## config.mk

```make
export PLATFORM = sky130hd
export DESIGN_NAME = entrada_sync_filtro
export DESIGN_NICKNAME = d
export VERILOG_FILES = /design/src/rtl/entrada_sync_filtro.sv
export SDC_FILE = /design/constraint.sdc
export NUM_CORES = 1
export LEC_CHECK = 0
export ABC_AREA = 1
export BUFFER_PORTS_ARGS = -buffer_cell sky130_fd_sc_hd__buf_4
export CORE_ASPECT_RATIO = 1.4
export CORE_MARGIN = 10
export CORE_UTILIZATION = 45
export CTS_CLUSTER_DIAMETER = 60
export CTS_CLUSTER_SIZE = 40
export DETAILED_ROUTE_END_ITERATION = 8
export GPL_ROUTABILITY_DRIVEN = 0
export HOLD_SLACK_MARGIN = 0.1
export PLACE_DENSITY_LB_ADDON = 0.05
export REMOVE_ABC_BUFFERS = 1
export SKIP_CTS_REPAIR_TIMING = 1
export SYNTH_ARGS = -nofsm -noshare
export SYNTH_HDL_FRONTEND = slang
export SYNTH_SLANG_ARGS = --single-unit
```

## constraint.sdc

```tcl
create_clock -name clkm -period 1.53 [get_ports clkm]
set_clock_uncertainty 0.2 [all_clocks]
set_input_delay 0.153 -clock clkm [delete_from_list [all_inputs] [get_ports clkm]]
set_output_delay 0.153 -clock clkm [all_outputs]
set_load 0.05 [all_outputs]
```

## src/rtl/entrada_sync_filtro.sv

```systemverilog
// entrada_sync_filtro
// Multi-channel input conditioner. For each channel:
//   - optional per-channel inversion (INV_MASK)
//   - SYNC_STAGES-deep synchroniser
//   - symmetric debounce filter: the output changes only after FILT_CNT
//     consecutive synchronised samples disagree with it
//   - optional single-cycle RISE/FALL pulses on output transitions
// Optional feature macro: ENTRADA_SYNC_EDGE_EN
//   defined   -> RISE/FALL pulse registers are built
//   undefined -> RISE/FALL are tied to 0 and no edge flops exist
// Channels share nothing but the clock and reset.
module entrada_sync_filtro #(
  parameter int              N_CH        = 4,
  parameter int              SYNC_STAGES = 2,
  parameter int              FILT_CNT    = 8,
  parameter logic [N_CH-1:0] INV_MASK    = {N_CH{1'b0}}
) (
  input  logic            clkm,
  input  logic            reset,
  input  logic [N_CH-1:0] IN,
  output logic [N_CH-1:0] IN_SYNC,
  output logic [N_CH-1:0] RISE,
  output logic [N_CH-1:0] FALL
);

  // Counter wide enough for FILT_CNT; it only ever reaches FILT_CNT-1.
  localparam int            CW       = $clog2(FILT_CNT + 1);
  localparam logic [CW-1:0] CNT_LAST = CW'(FILT_CNT - 1);

  for (genvar i = 0; i < N_CH; i++) begin : g_ch
    logic [SYNC_STAGES-1:0] sync_q;
    logic                   s;
    logic                   st_q;
    logic [CW-1:0]          cnt;
    logic                   disagree;
    logic                   at_last;

    // Synchroniser chain; inversion is applied ahead of the first flop.
    always_ff @(posedge clkm or posedge reset) begin
      if (reset) begin
        sync_q <= '0;
      end else begin
        sync_q <= {sync_q[SYNC_STAGES-2:0], IN[i] ^ INV_MASK[i]};
      end
    end

    assign s        = sync_q[SYNC_STAGES-1];
    assign disagree = (s != st_q);
    assign at_last  = (cnt == CNT_LAST);

    // Debounce: count consecutive disagreeing samples; any agreeing sample
    // restarts the count, and the FILT_CNT-th disagreeing sample commits.
    always_ff @(posedge clkm or posedge reset) begin
      if (reset) begin
        st_q <= 1'b0;
        cnt  <= '0;
      end else if (!disagree) begin
        cnt  <= '0;
      end else if (at_last) begin
        st_q <= s;
        cnt  <= '0;
      end else begin
        cnt  <= cnt + 1'b1;
      end
    end

    assign IN_SYNC[i] = st_q;

`ifdef ENTRADA_SYNC_EDGE_EN
    logic rise_q;
    logic fall_q;

    // Edge pulses are loaded on the same edge that commits the new state,
    // so they are high exactly during the first cycle of the new level.
    always_ff @(posedge clkm or posedge reset) begin
      if (reset) begin
        rise_q <= 1'b0;
        fall_q <= 1'b0;
      end else begin
        rise_q <= disagree && at_last && s;
        fall_q <= disagree && at_last && !s;
      end
    end

    assign RISE[i] = rise_q;
    assign FALL[i] = fall_q;
`endif
  end

`ifndef ENTRADA_SYNC_EDGE_EN
  assign RISE = '0;
  assign FALL = '0;
`endif

endmodule

```

==> flow_summary_export.csv <==
group,metric,value,unit
grt,grt_pass1_vias,776,
synthesis,syn_area,1210,um2
critical_path,r2r_end,"g_ch[1].cnt[0]",
clock_network,clockBufferDepth,2,
critical_path,critPathMaxStageDelay,0.43,ns
floorplan,initial_core_util,46.3,%
placement,dp_cells,171,
detailed_routing,drc,0,
detailed_routing,ant_nets,0,
pwr,seqPwrFrac,54.0,%
timing,max_freq,763,MHz
pwr,intPower,1200,uW
synthesis,ys_seq_elements,28,
min_path,min_from,"g_ch[3].sync_q[0]",
layout,fillers,255,
floorplan,die_x,63.8,um
pwr,power_frac_comb,30.8,%
timing,hold_viol,0,
placement,dp_hpwl,1370,um
detailed_routing,top_layer,"met4",
synthesis,syn_inst,130,
pwr,leakage,0.000706,uW
critical_path,ff2ff_path_depth,4,
detailed_routing,met1_length,762,um
clock_network,clk_latency,0.32,ns
critical_path,critPathRequiredTime,1.18,ns
layout,fin_util,51.2,%
pwr,peakVddDrop,0.671,mV
clock_network,cts_tree,"done",
detailed_routing,via_count,780,
clock_network,clk_pin_slew,0.14,ns
critical_path,worstSetupPathType,"reg2out",
min_path,min_to,"g_ch[3].sync_q[1]",
detailed_routing,post_drt_wl_per_cell,10.2,um
synthesis,synth_area_leaders,"dfrtp_1, nand2_1, buf_4, inv_1, nor2_1",
grt,antenna_found_initial,0,
layout,diodes,0,
critical_path,critPathTopFamily,"flip-flops",
critical_path,path_buf_inv,1,
layout,layout-drive-gt1-share,9.79,%
layout,final_nets,155,
floorplan,core,2620,um2
grt,grt.total_usage,7.57,%
critical_path,end_kind,"output pin",
grt,gr-total-overflow,0,
critical_path,crit_arrival,0.96,ns
clock_network,htreeDepth,1,
min_path,hp-class,"reg2reg",
detailed_routing,vias_per_cell,4.36,
critical_path,path_max_fanout,4,
floorplan,num_rows,22,
timing,layout_min_cycle_time,1.31,ns
synthesis,syn_avg_cell_area,9.32,um2
timing,fin_ws,0.219,ns
critical_path,crit_chain,"buf_4",
pwr,switching_share,37.7,%
timing,finalCritPeriodShare,85.7,%
placement,io_buffers,9,
pwr,p_total,1930,uW
grt,grt_pass1_wl,3180,um
layout,layout_common_cells,"nand2_1, dfrtp_1, inv_1",
detailed_routing,wl_met2,924,um
detailed_routing,drt_wl_total,1820,um
critical_path,cp-start-kind,"flip-flop",
clock_network,cts_root_buffer,"clkbuf_4",
timing,setup_viol,0,
synthesis,yosysTopAreaCell,"dfrtp_1",
floorplan,die-height,81.4,um
critical_path,r2r_slack,0.26,ns
synthesis,synth_top_area_share,57.9,%
synthesis,synth_cell_types,12,
detailed_routing,met3_length,93,um
critical_path,timing.rr.start,"g_ch[1].cnt[0]",
floorplan,die_area,5200,um2
pwr,power.share.clock,15.1,%
synthesis,ys_seq_area_share,57.9,%
detailed_routing,dr.first_iter.drc_count,17,
job,maxCapViolations,0,
placement,place_ws,0.284,ns
timing,tns,0,ns
grt,grt_start_max_net_pins,29,
synthesis,ys_warn_count,0,
critical_path,critPathSlowestCell,"dfrtp_1",
floorplan,ios,18,
layout,area_growth,10.6,%
clock_network,cts_made_buffers,3,
detailed_routing,firstDrtPassIters,4,
timing,slew_violations,0,
pwr,p_per_area,1440,nW/um2
timing,rsz0062_at_grt,"no",
layout,instances_no_fill,179,
min_path,whs_path_depth,0,
pwr,p_switching,730,uW
clock_network,clock_sinks,28,
status,status,"complete, no violations",
==> cell usage after synthesis, drive strengths merged <==
cell	n
nand2	28
ha	4
conb	1
nor2	16
xnor2	4
inv	21
buf	12
dfrtp	28
nand4	4
nand3	8
o21ai	4
==> layout make-up <==
cell class	count	area (um2)	area share, %
inverter	21	78.8	5.88
tap	36	45.0	3.36
multi-input combinational	76	368	27.5
clock buffer	3	22.5	1.68
sequential	28	701	52.3
timing repair buffer	15	125	9.34
==> metal layers <==
metal  up-vias  track usage (%)
met5         -                0
met4         0             4.61
met3         4             2.34
met2        11             13.7
met1       365             7.43
li1        400                -
==> cells by family after synthesis <==
family	after synthesis	synth area share, %
flip-flops	28	57.9
AND/OR/NAND/NOR	56	19.2
AO/OA/AOI/OAI	4	1.65
other	1	0.310
XOR/XNOR	4	2.89
buffers and inverters	33	13.9
adder cells (fa/ha/maj)	4	4.13
==> per-stage QoR <==
stage | cell area, um2 | hold slack, ns
5_1_grt | 1340 | 0.177
3_5_place_dp | 1270 | 0.0431
3_3_place_gp | 1270 | 0.0451
4_1_cts | 1290 | -0.329
6_report | 1340 | 0.169
2_1_floorplan | 1150 | -0.0156
==> flip-flops by register name, summed over array words and instances (netlist names) <==
signal	count
g_ch.st_q	4
g_ch.cnt	16
g_ch.sync_q	8
==> power groups by stage <==
stage	sequential (uW)	combinational [uW]	clock [uW]
after global routing	1070	683	331
after CTS	1050	595	314
after floorplan	1150	344	0
after detailed placement	1060	593	0
after global placement	1050	588	0
final	1040	596	292
==> worst max path at each step <==
stage	startpoint	end	slack, ns	cells past startpoint
final	g_ch[0].st_q	IN_SYNC[0]	0.22	1
after global routing	g_ch[1].st_q	IN_SYNC[1]	0.16	1
after CTS	g_ch[0].st_q	IN_SYNC[0]	0.20	1
after detailed placement	g_ch[2].cnt[0]	g_ch[2].cnt[3]	0.28	4
after global placement	g_ch[2].cnt[0]	g_ch[2].cnt[0]	0.30	4
after floorplan	g_ch[2].st_q	g_ch[2].cnt[0]	0.26	5
Power figures use the tool's default switching activity.
